**config.mk**
```make
export PLATFORM = sky130hd
export DESIGN_NAME = fetch_ctrl
export DESIGN_NICKNAME = d
export VERILOG_FILES = /design/src/rtl/fetch_ctrl_pkg.sv /design/src/rtl/sat_counter.sv /design/src/rtl/fetch_ctrl.sv
export SDC_FILE = /design/constraint.sdc
export NUM_CORES = 1
export LEC_CHECK = 0
export CORE_MARGIN = 10
export CORE_UTILIZATION = 40
export DETAILED_ROUTE_END_ITERATION = 12
export GPL_TIMING_DRIVEN = 1
export PLACE_DENSITY = 0.82
export SYNTH_ARGS = -nofsm -noshare
export SYNTH_HDL_FRONTEND = slang
export SYNTH_HIERARCHICAL = 1
export SYNTH_SLANG_ARGS = --single-unit
```
**constraint.sdc**
```tcl
create_clock -name clk -period 2.8 [get_ports clk]
set_input_delay 0.42 -clock clk [delete_from_list [all_inputs] [get_ports clk]]
set_output_delay 0.42 -clock clk [all_outputs]
set_load 0.02 [all_outputs]
```
**src/rtl/fetch_ctrl_pkg.sv**
```systemverilog
// fetch_ctrl_pkg: shared datapath width default and fetch controller state encodings
package fetch_ctrl_pkg;
  localparam int WIDTH_DEF = 32;
  localparam logic [1:0] S_RUN      = 2'd0;
  localparam logic [1:0] S_PEND     = 2'd1;
  localparam logic [1:0] S_REDIRECT = 2'd2;
  localparam logic [1:0] S_HALT     = 2'd3;
endpackage

```
**src/rtl/sat_counter.sv**
```systemverilog
// sat_counter: saturating up-counter with synchronous clear and increment enable
module sat_counter #(
  parameter int W = 16
) (
  input  logic         clk,
  input  logic         clr,
  input  logic         inc,
  output logic [W-1:0] q
);
  always_ff @(posedge clk)
    if (clr) q <= '0;
    else if (inc && !(&q)) q <= q + 1'b1;
endmodule

```
**src/rtl/fetch_ctrl.sv**
```systemverilog
// fetch_ctrl: IF-stage stall/redirect/halt controller with saturating stall and flush counters
module fetch_ctrl
  import fetch_ctrl_pkg::*;
#(
  parameter int WIDTH = WIDTH_DEF,
  parameter int CNT_W = 16
) (
  input  logic             clk,
  input  logic             rst,
  input  logic             load_use,
  input  logic             mem_busy,
  input  logic             br_taken,
  input  logic [WIDTH-3:0] br_target,
  input  logic             halt_req,
  input  logic             resume,
  output logic             if_stall,
  output logic             if_branch,
  output logic [WIDTH-3:0] if_branch_addr,
  output logic             flush_id,
  output logic             flush_ex,
  output logic             bubble_ex,
  output logic             halted,
  output logic [CNT_W-1:0] stall_cnt,
  output logic [CNT_W-1:0] flush_cnt
);
  logic [1:0]       state, state_nxt;
  logic [WIDTH-3:0] tgt;
  logic             redir;
  always_comb
    state_nxt = state == S_RUN      ? (br_taken ? (mem_busy ? S_PEND : S_REDIRECT)
                                                : (halt_req && !mem_busy ? S_HALT : S_RUN))
              : state == S_PEND     ? (mem_busy ? S_PEND : S_REDIRECT)
              : state == S_REDIRECT ? (halt_req ? S_HALT : S_RUN)
              :                       (resume ? S_RUN : S_HALT);
  // target is only captured from RUN so a pending redirect cannot be overwritten
  always_ff @(posedge clk)
    if (rst) begin
      state <= S_RUN;
      tgt   <= '0;
    end else begin
      state <= state_nxt;
      if (state == S_RUN && br_taken) tgt <= br_target;
    end
  assign redir          = state == S_REDIRECT;
  assign halted         = state == S_HALT;
  assign if_branch      = redir;
  assign if_branch_addr = redir ? tgt : '0;
  assign flush_id       = redir;
  assign flush_ex       = redir;
  // stall is suppressed in REDIRECT so IF never sees stall and branch together
  assign if_stall  = !redir && (halted || mem_busy || (load_use && !br_taken && state != S_PEND));
  assign bubble_ex = load_use && !mem_busy && !br_taken && state == S_RUN;
  sat_counter #(.W(CNT_W)) u_stall_cnt (
    .clk (clk),
    .clr (rst),
    .inc (if_stall),
    .q   (stall_cnt)
  );
  sat_counter #(.W(CNT_W)) u_flush_cnt (
    .clk (clk),
    .clr (rst),
    .inc (redir),
    .q   (flush_cnt)
  );
endmodule

```
; ---- Word level (Yosys, flattened, before mapping)
; Cells that the tools add are included.
[totals]
register_bits = 64
wordCells = 39
[classes]
n_addsub = 2
n_eq_ne = 4
mux = 9
reduce_logical = 20
[ops]
columns = op, count
row1 = $add 16x1->16 const B, 2
row2 = $reduce_and 16->1, 2
row3 = $mux 30, 1
row4 = $mux 2, 8
row5 = $logic_and 1x1->1, 10
row6 = $logic_not 1->1, 5
row7 = $eq 2x2->1 const B, 2
row8 = $eq 2x1->1 const B, 1
row9 = $logic_not 2->1, 1
row10 = $logic_or 1x1->1, 2
row11 = $ne 2x1->1 const B, 1

; ---- Depth between registers and ports, before layout
; Gate-level depths: netlist of the first run.
[depth]
ltp_word = 6
depth_mapped = 9

; ---- By module
; The synthesis of the first run kept the hierarchy.
[by_module_without_submodules]
columns = mod, n_inst, cells_each, area_per_inst_um2, seq_area_each_um2
row1 = sat_counter, 2, 96, 833.3, 320.3
row2 = fetch_ctrl, 1, 186, 1426.4, 640.6

; ---- Worst setup path before layout of the first run
; No wires, ideal clock.
[synth_timing]
path_kind = reg2reg
start = register state[0]
end = register u_stall_cnt.q[15]
setup_ps = 121
t_arrival_ps = 2384
required_ps = 2679
setup_slack_ps = 295
path_stages_with_launch = 10
synth_period_minus_slack_ps = 2505
path_cell_list = dfxtp_1 -> buf_4 -> nor2_1 -> a21oi_1 -> o21bai_1 -> nand2_1 -> or3_1 -> clkbuf_2 -> nor4_1 -> mux2_2
[synth_via]
elab_chain_cells = 5
word_cells_on_any_way = 9
[synth_lines]
columns = item, line
row1 = start: declaration, fetch_ctrl.sv:26  ; logic [1:0] state, state_nxt;
row2 = start signal: assignment, fetch_ctrl.sv:41  ; state <= state_nxt;
row3 = $eq 2x2->1 or $ne 2x1->1 (tied branches), "fetch_ctrl.sv:45, fetch_ctrl.sv:51"
row4 = $logic_or 1x1->1 or $logic_and 1x1->1 (tied branches), fetch_ctrl.sv:51  ; assign if_stall = !redir && (halted || mem_busy || (load_use && !br_taken && state != S_PEND));
row5 = $logic_or 1x1->1, fetch_ctrl.sv:51
row6 = $logic_and 1x1->1 *, fetch_ctrl.sv:51
row7 = named net if_stall, fetch_ctrl.sv:16  ; output logic if_stall,
row8 = $logic_and 1x1->1 *, sat_counter.sv:12  ; else if (inc && !(&q)) q <= q + 1'b1;
row9 = end signal: assignment, sat_counter.sv:12
row10 = end: declaration, sat_counter.sv:8  ; output logic [W-1:0] q
; Mark *: on every way through the listed nets, which the timed path passes. The rest lies on a longest branch.
; A chain may end at the register's enable or synchronous reset.

; ---- Worst setup path in the final report of the first run
[layout_timing]
start = register state[1]
end = output port if_branch_addr[10]
[layout_via]
elab_chain_cells = 2
[layout_lines]
columns = item, line
row1 = $eq 2x2->1, fetch_ctrl.sv:44  ; assign redir = state == S_REDIRECT;
row2 = $mux 30, fetch_ctrl.sv:47  ; assign if_branch_addr = redir ? tgt : '0;
row3 = end: declaration, fetch_ctrl.sv:18  ; output logic [WIDTH-3:0] if_branch_addr,
; No other way between the ends.

==> results_dict.tcl, run 1 <==
set metrics [dict create \
    status "finished clean" \
    final_cell_mix "clkdlybuf4s50_1 (103), nand2_1 (78), dfxtp_1 (64)" \
    cts_hold_buf 0 \
    synth_area_sq_um 3090 \
    gp_congestion 0.846 \
    max_freq_ghz 0.385 \
    place_ws_ps 64.5 \
    p_leak_nw 1.51 \
    hpwl_mm 6.42 \
    cellPowerDensity_nw_per_um2 492 \
    die_w_microns 108 \
    drv_slew 0 \
    seq_area_frac_synth_pct 41.4 \
    tightest_slew_ps 823 \
    area_growth_pct 41.4 \
    placed_cell_area_sq_um 4150 \
    r2r-start "state[1]$_SDFF_PP0_" \
    layout_min_cycle_time_ps 2600 \
    rows 32 \
    synth_fa_ha_area_share_pct 0.809 \
    grt_overflow_total 0 \
    drcViolationCount 0 \
    grt_pass1_vias 2900 \
    cts_setup_buffers 0 \
    tns_ps 0 \
    synth_cell_type_count 42 \
    fin_crit_sh_pct 92.8 \
    synth_nets 417 \
    synth-compound-area-share_pct 14.6 \
    grt_pass1_wl_mm 14.1 \
    cap_violations 0 \
    grt.total_usage_pct 14.8 \
    seq_area_sq_um 1280 \
    synth_top_family_by_area "simple AND/OR/NAND/NOR gates" \
    drtIter0Drc 111 \
    relSlewSlack_pct 44.6 \
    die_h_microns 108 \
    antenna_cells 0 \
    final_common_cell "clkdlybuf4s50_1" \
    cp-end-kind "output port" \
    cts_buffers 9 \
    port-buffer-count 104 \
    synth_warnings 6 \
    final_hold_viol_count 0 \
    cp_max_fo 40 \
    clock_latency_ps 330 \
    start_util_pct 40.7 \
    drt-total-wl_mm 8.94 \
    peakVddDrop_uv 295 \
    critPathLaunchType "flip-flop" \
    clockBufferDepth 2 \
    cts_tree "yes" \
    ios 105 \
    antenna_found_initial 0 \
    avgSynthCellArea_sq_um 8.18 \
    viasPerCell 5.39 \
    fillers 683 \
    cp_data_arrival_time_ps 2180 \
    nets 516 \
    required_ps 2380 \
    fin_area_sq_um 4370 \
    multi_input_area_sq_um 1650 \
    core-area_sq_um 7610 \
    synth-xor-area-share_pct 1.70 \
    crit_path_start "state[1]$_SDFF_PP0_" \
    ant_nets 0 \
    cts.clk_slew.worst_paths_ps 70 \
    synth_mux_area_share_pct 2.75 \
    routed-via-count 3140 \
    dieArea_sq_um 11700 \
    hp-start "tgt[4]$_SDFFE_PP0P_" \
    drt_first_pass_iters 4 \
    drive_gt1_share_pct 7.48 \
    synth_simple_gate_area_share_pct 33.1 \
    cts-root-buf "clkbuf_8" \
    criticalPathCategory "reg2out" \
    fin_total_pwr_mw 2.15 \
    setup_slack_ps 202 \
    grt_max_degree 41 \
    cts.htree.levels 3 \
    postCtsResizedCells 0 \
    ys_ff_latch 64 \
    skew_ps 5.80 \
    finalSetupViolations 0 \
    cts.sinks 64 \
    rsz0062_at_grt "no" \
    wl_per_cell_microns 15.3 \
    postSynthCellCount 378 \
    hold_path_class "reg2reg" \
]
-- cell type report --
type	count	area share [%]
multi-input combinational	288	37.7
sequential	64	29.3
timing repair buffer	110	24.7
clock buffer	12	3.55
tap	102	2.92
clock inverter	3	1.49
inverter	4	0.343
-- metal layers --
layer | up-vias | global-route usage (%) | routed length (microns)
li1 | 1522 | - | -
met1 | 1451 | 16.8 | 3470
met2 | 136 | 24.6 | 4430
met3 | 31 | 3.93 | 690
met4 | 0 | 8.59 | 350
met5 | - | 0 | 0
-- critical path: stages, from the launching register on --
cell and delay (ps):
dfxtp_1 500, nor2b_2 200, buf_4 320, and2_1 170
clkdlybuf4s50_1 640
-- final timing paths --
kind | endpoint | slack, ps | cells past startpoint
hold reg to reg | tgt[4]$_SDFFE_PP0P_ | 450 | 2
setup / recovery | if_branch_addr[10] | 200 | 4
hold / removal | tgt[4]$_SDFFE_PP0P_ | 450 | 2
setup reg to reg | u_flush_cnt/q[15]$_SDFFE_PP0P_ | 390 | 6
-- power by group --
group          internal, mW  total, mW  switching [mW]
registers             0.950      0.979          0.0292
clock network         0.544      0.890           0.345
logic                 0.137      0.284           0.147
total                  1.63       2.15           0.522
-- sequential cells by signal (all words and copies together) (netlist names) --
register       flops
tgt               30
u_stall_cnt/q     16
state              2
u_flush_cnt/q     16
-- per-stage QoR --
step / hold WS, ps / std cells / utilization, %
4_1_cts: 453 / 583 / 57.5
2_1_floorplan: 432 / 378 / -
3_3_place_gp: 437 / 568 / 54.6
5_1_grt: 472 / 583 / 57.5
6_report: 450 / 583 / 57.5
3_5_place_dp: 444 / 568 / 54.6
-- cells in the mapped netlist (all sizes together) --
cell | number | area share (%)
nor3 | 8 | 1.3
a2111oi | 3 | 0.85
a31oi | 3 | 0.61
a211oi | 2 | 0.49
o311ai | 2 | 0.57
mux2i | 4 | 1.3
ha | 2 | 0.81
o211ai | 3 | 0.73
and4 | 6 | 1.7
dlymetal6s2s | 2 | 0.81
or4 | 6 | 1.5
or3 | 4 | 0.81
and2 | 31 | 6.3
or3b | 1 | 0.36
and2b | 2 | 0.57
nand3 | 14 | 2.3
nand3b | 1 | 0.24
nor3b | 3 | 0.89
nor2b | 6 | 1.2
o21bai | 1 | 0.24
clkbuf | 7 | 0.93
nand2 | 78 | 9.5
or2 | 2 | 0.40
xor2 | 2 | 0.57
xnor2 | 4 | 1.1
dfxtp | 64 | 41
mux2 | 4 | 1.5
o31ai | 8 | 1.9
nand4 | 10 | 2.4
o21ai | 6 | 0.97
inv | 4 | 0.49
a21oi | 41 | 6.6
nor4 | 6 | 1.2
nor2 | 21 | 2.5
o41ai | 4 | 1.6
buf | 13 | 3.3
-- logic make-up after synthesis --
group                    Yosys count
AND/OR/NAND/NOR                  199
AO/OA/AOI/OAI                     73
flip-flops                        64
buffers and inverters             26
multiplexers                       8
XOR/XNOR                           6
adder cells (fa/ha/maj)            2
Power figures use the tool's default switching activity.
==> run 2: changes to the inputs <==
--- a/config.mk
+++ b/config.mk
@@ -5,11 +5,14 @@
 export SDC_FILE = /design/constraint.sdc
 export NUM_CORES = 1
 export LEC_CHECK = 0
+export CELL_PAD_IN_SITES_DETAIL_PLACEMENT = 0
+export CELL_PAD_IN_SITES_GLOBAL_PLACEMENT = 1
 export CORE_MARGIN = 10
-export CORE_UTILIZATION = 40
+export CORE_UTILIZATION = 33
 export DETAILED_ROUTE_END_ITERATION = 12
 export GPL_TIMING_DRIVEN = 1
-export PLACE_DENSITY = 0.82
+export PLACE_DENSITY = 0.91
+export SKIP_LAST_GASP = 1
 export SYNTH_ARGS = -nofsm -noshare
 export SYNTH_HDL_FRONTEND = slang
 export SYNTH_HIERARCHICAL = 1
==> run 2 against run 1 <==
  * Sequential power hardly changed
  * Final cell count increased by 2.1%
  * Combinational power increased by 3%
  * Final area up 0.49%
  * Critical endpoint is now if_branch_addr[29]
  * Largest power group unchanged
  * Highest routed layer unchanged
==> results_dict.tcl, run 2 (same netlist as run 1, synthesis figures left out) <==
set metrics [dict create \
    cts.htree.levels 3 \
    gr-usage-met3_pct 6.78 \
    placed_cell_area_sq_um 4200 \
    nets 519 \
    final_hold_viol_count 0 \
    status "finished clean" \
    cts_hold_buf 0 \
    grt_max_degree 41 \
    top_register "tgt" \
    cts_setup_buffers 0 \
    cp-end-kind "output port" \
    critPathLaunchType "flip-flop" \
    die_h_microns 117 \
    core-area_sq_um 9200 \
    cp_data_arrival_time_ps 2080 \
    stdcell_count 595 \
    final_common_cell "clkdlybuf4s50_1" \
    cts_buffers 9 \
    ios 105 \
    relSlewSlack_pct 36.1 \
    grt_pass1_wl_mm 14.6 \
    final_cell_mix "clkdlybuf4s50_1 (103), nand2_1 (78), dfxtp_1 (64)" \
    drcViolationCount 0 \
    peakVddDrop_uv 251 \
    wl_per_cell_microns 15.2 \
    rsz0062_at_grt "no" \
    top_regs "tgt: 30 flops, u_flush_cnt/q: 16 flops, u_stall_cnt/q: 16 flops" \
    rows 35 \
    fillers 919 \
    die_w_microns 117 \
    drt_first_pass_iters 4 \
    drv_slew 0 \
    postCtsResizedCells 0 \
    layout_min_cycle_time_ps 2500 \
    criticalPathCategory "reg2out" \
    gp_congestion 0.761 \
    p_leak_nw 1.50 \
    cts-root-buf "clkbuf_8" \
    grt_overflow_total 0 \
    routed-via-count 3046 \
    tightest_slew_ps 950 \
    area_growth_pct 42.1 \
    cellPowerDensity_nw_per_um2 470 \
    cts_tree "yes" \
    cts.clk_slew.worst_paths_ps 80 \
    clock_latency_ps 340 \
    use_met1_pct 14.8 \
    fin_crit_sh_pct 89.4 \
    clockBufferDepth 2 \
    max_freq_ghz 0.399 \
    drtIter0Drc 131 \
    cp_max_fo 40 \
    port-buffer-count 104 \
    grt.total_usage_pct 13.3 \
    antenna_cells 0 \
    ant_nets 0 \
    hpwl_mm 6.48 \
    hold_path_class "reg2reg" \
    dieArea_sq_um 13600 \
    grt_pass1_vias 3055 \
    cts.sinks 64 \
    antenna_found_initial 0 \
    grt_most_used_layer "met2" \
    placed_cells 580 \
    skew_ps 8.74 \
    fin_area_sq_um 4400 \
    setup_slack_ps 297 \
    viasPerCell 5.12 \
    drive_gt1_share_pct 8.26 \
    cap_violations 0 \
    place_ws_ps 64.1 \
    met2_usage_pct 21.2 \
    required_ps 2380 \
    finalSetupViolations 0 \
    tns_ps 0 \
    largest_register_ffs 30 \
    start_util_pct 33.6 \
    drt-total-wl_mm 9.03 \
]
## run 2: final timing paths
| path | to | slack, ps | cells past startpoint | startpoint |
|---|---|---|---|---|
| max | if_branch_addr[29] | 300 | 4 | state[1]$_SDFF_PP0_ |
| min | tgt[22]$_SDFFE_PP0P_ | 450 | 2 | tgt[22]$_SDFFE_PP0P_ |
| max reg2reg | u_stall_cnt/q[14]$_SDFFE_PP0P_ | 450 | 8 | state[0]$_SDFF_PP0_ |
| min reg2reg | tgt[22]$_SDFFE_PP0P_ | 450 | 2 | tgt[22]$_SDFFE_PP0P_ |
## run 2: stage by stage
step / util [%] / total power, mW / hold WS (ps)
global route: 47.8 / 2.16 / 470
finish: 47.8 / 2.07 / 452
global placement: 45.7 / 1.29 / 438
CTS: 47.8 / 2.09 / 455
floorplan: - / 1.16 / 432
detailed placement: 45.7 / 1.30 / 444
## run 2: per-layer routing
metal	wire, microns	share of wire (%)	vias to the layer above
li1	-	-	1528
met1	3910	43	1433
met2	4100	45	78
met3	917	10	7
met4	104	1.2	0
met5	0	0	-
## run 2: critical path, cell delays in order, from the launching register on
cell,delay [ps]
dfxtp_1,510
nor2b_2,250
buf_12,200
and2_1,160
clkdlybuf4s50_1,630
## run 2: final cells by class
cell class | count | area, sq um | share of cell area [%]
Inverter | 4 | 15.0 | 0.342
Sequential cell | 64 | 1280 | 29.1
Clock buffer | 10 | 138 | 3.13
Tap cell | 111 | 139 | 3.16
Timing Repair Buffer | 113 | 1120 | 25.4
Multi-Input combinational cell | 288 | 1650 | 37.5
Clock inverter | 5 | 57.6 | 1.31
## run 2: report_power, final
| part | leakage (nW) | switching (mW) | internal [mW] |
|---|---|---|---|
| combinational | 0.890 | 0.150 | 0.142 |
| sequential | 0.521 | 0.0297 | 0.949 |
| clock | 0.0904 | 0.366 | 0.429 |
==> run 3: changes to the inputs <==
--- a/config.mk
+++ b/config.mk
@@ -7,6 +7,7 @@
 export LEC_CHECK = 0
 export CELL_PAD_IN_SITES_DETAIL_PLACEMENT = 0
 export CELL_PAD_IN_SITES_GLOBAL_PLACEMENT = 1
+export CORE_ASPECT_RATIO = 0.6
 export CORE_MARGIN = 10
 export CORE_UTILIZATION = 33
 export DETAILED_ROUTE_END_ITERATION = 12
==> run 3 against run 2 <==
  * Final cell count increased by 3.4%
  * Fmax fell by 3.1%
  * Sequential share of layout area fell by 0.84 points
  * Via count is essentially flat
  * Global-route usage hardly changed
  * Power grew 16%
  * Critical path depth up 2
  * Wire length rose by 3.8%
  * Critical path type is now in2out
==> results_dict.tcl, run 3 (same netlist as run 1, synthesis figures left out) <==
set metrics [dict create \
    drcViolationCount 0 \
    drt_first_pass_iters 6 \
    placed_cell_area_sq_um 4220 \
    cts.clk_slew.worst_paths_ps 60 \
    tns_ps 0 \
    die_w_microns 145 \
    fin_hold_ws_ps 449 \
    cts_hold_buf 0 \
    drt-total-wl_mm 9.37 \
    worst_path_most_repeated_cell "clkdlybuf4s50_1" \
    routed-via-count 3048 \
    final_cell_mix "clkdlybuf4s50_1 (103), nand2_1 (78), dfxtp_1 (64)" \
    cellPowerDensity_nw_per_um2 531 \
    cts_buffers 9 \
    path_buf_inv 3 \
    fin_area_sq_um 4530 \
    nets 520 \
    p_leak_nw 1.57 \
    tightest_slew_ps 859 \
    rows 27 \
    cts_setup_buffers 0 \
    cap_violations 0 \
    die_h_microns 95.0 \
    grt_overflow_total 0 \
    finalSetupViolations 0 \
    clock_latency_ps 330 \
    cts.htree.levels 3 \
    drive_gt1_share_pct 8.45 \
    relSlewSlack_pct 42.2 \
    skew_ps 10.3 \
    hpwl_mm 6.90 \
    start_util_pct 33.8 \
    peakVddDrop_uv 307 \
    cts-root-buf "clkbuf_16" \
    top_regs "tgt: 30 flops, u_flush_cnt/q: 16 flops, u_stall_cnt/q: 16 flops" \
    cpLargestDelayFamily "buffers and inverters" \
    criticalPathCategory "in2out" \
    final_hold_viol_count 0 \
    grt.total_usage_pct 13.3 \
    r2r-start "state[0]$_SDFF_PP0_" \
    cp_slowest_stage_delay_ps 620 \
    grt_pass1_vias 2906 \
    ant_nets 0 \
    port-buffer-count 104 \
    crit_path_cell_trace "clkdlybuf4s50_1 -> nor2_1 -> a21oi_1 -> o21bai_1 -> buf_4 -> clkdlybuf4s50_1" \
    cp_data_arrival_time_ps 2160 \
    critPathLaunchType "primary input" \
    area_growth_pct 46.3 \
    place_ws_ps 94.6 \
    drv_slew 0 \
    grt_pass1_wl_mm 15.1 \
    antenna_cells 0 \
    cp_max_fo 3 \
    cp_slowest_cell "clkdlybuf4s50_1" \
    layout_min_cycle_time_ps 2580 \
    clockBufferDepth 2 \
    max_freq_ghz 0.387 \
    status "finished clean" \
    drtIter0Drc 173 \
    fin_util_pct 49.4 \
    cp-end-kind "output port" \
    wl_per_cell_microns 15.2 \
    final_common_cell "clkdlybuf4s50_1" \
    ios 105 \
    cts_tree "yes" \
    gp_congestion 0.819 \
    cts.sinks 64 \
    largest_register_ffs 30 \
    grt_max_degree 38 \
    viasPerCell 4.96 \
    core-area_sq_um 9160 \
    postCtsResizedCells 0 \
    hp-start "tgt[11]$_SDFFE_PP0P_" \
    required_ps 2380 \
    dieArea_sq_um 13800 \
    setup_slack_ps 216 \
    crit_path_start "br_taken" \
    hold_path_class "reg2reg" \
    fin_crit_sh_pct 92.3 \
    top_register "tgt" \
    antenna_found_initial 0 \
    rsz0062_at_grt "no" \
]
-- run 3: changes by cell type in the layout (fill, tap and decap cells not counted) --
cell and delta:
clkinvlp_4 -3, clkinv_2 +1, clkbuf_8 -7, buf_12 -1, buf_4 +2, clkbuf_16 +9
-- run 3: cell type report --
class                   count  area [sq um]
fillers                   869          4630
flip-flops and latches     64          1280
clock buffers              12           267
inverters                   4          15.0
repair buffers            114          1110
well taps                 130           163
clock inverters             3          40.0
multi-input cells         288          1650
-- run 3: power breakdown --
group	switching [mW]	leakage [nW]	internal (mW)	total [mW]
Clock	0.377	0.154	0.753	1.13
Combinational	0.151	0.892	0.142	0.293
Sequential	0.0309	0.521	0.952	0.983
Total	0.558	1.57	1.85	2.40
-- run 3: final timing paths --
| check | to | slack (ps) | depth (start not counted) |
|---|---|---|---|
| max | if_stall | 220 | 6 |
| min | tgt[11]$_SDFFE_PP0P_ | 450 | 2 |
| max reg2reg | u_stall_cnt/q[15]$_SDFFE_PP0P_ | 500 | 7 |
| min reg2reg | tgt[11]$_SDFFE_PP0P_ | 450 | 2 |
-- run 3: tightest hold or removal path: cells and delay by family (launching register included) --
family,cells,cell delay [ps]
flops,1,300
simple gates,1,50
compound gates,1,50
-- run 3: per-layer routing --
metal | global-route usage, % | up-vias | wire length [microns]
met4 | 4.23 | 0 | 100
met1 | 16.7 | 1422 | 4470
li1 | - | 1534 | -
met5 | 0 | - | 0
met3 | 4.77 | 9 | 573
met2 | 20.9 | 83 | 4230
-- run 3: stage by stage --
stage | std cells | power [mW]
6_report | 615 | 2.40
5_1_grt | 615 | 2.51
4_1_cts | 615 | 2.45
3_5_place_dp | 600 | 1.30
3_3_place_gp | 600 | 1.29
2_1_floorplan | 378 | 1.16
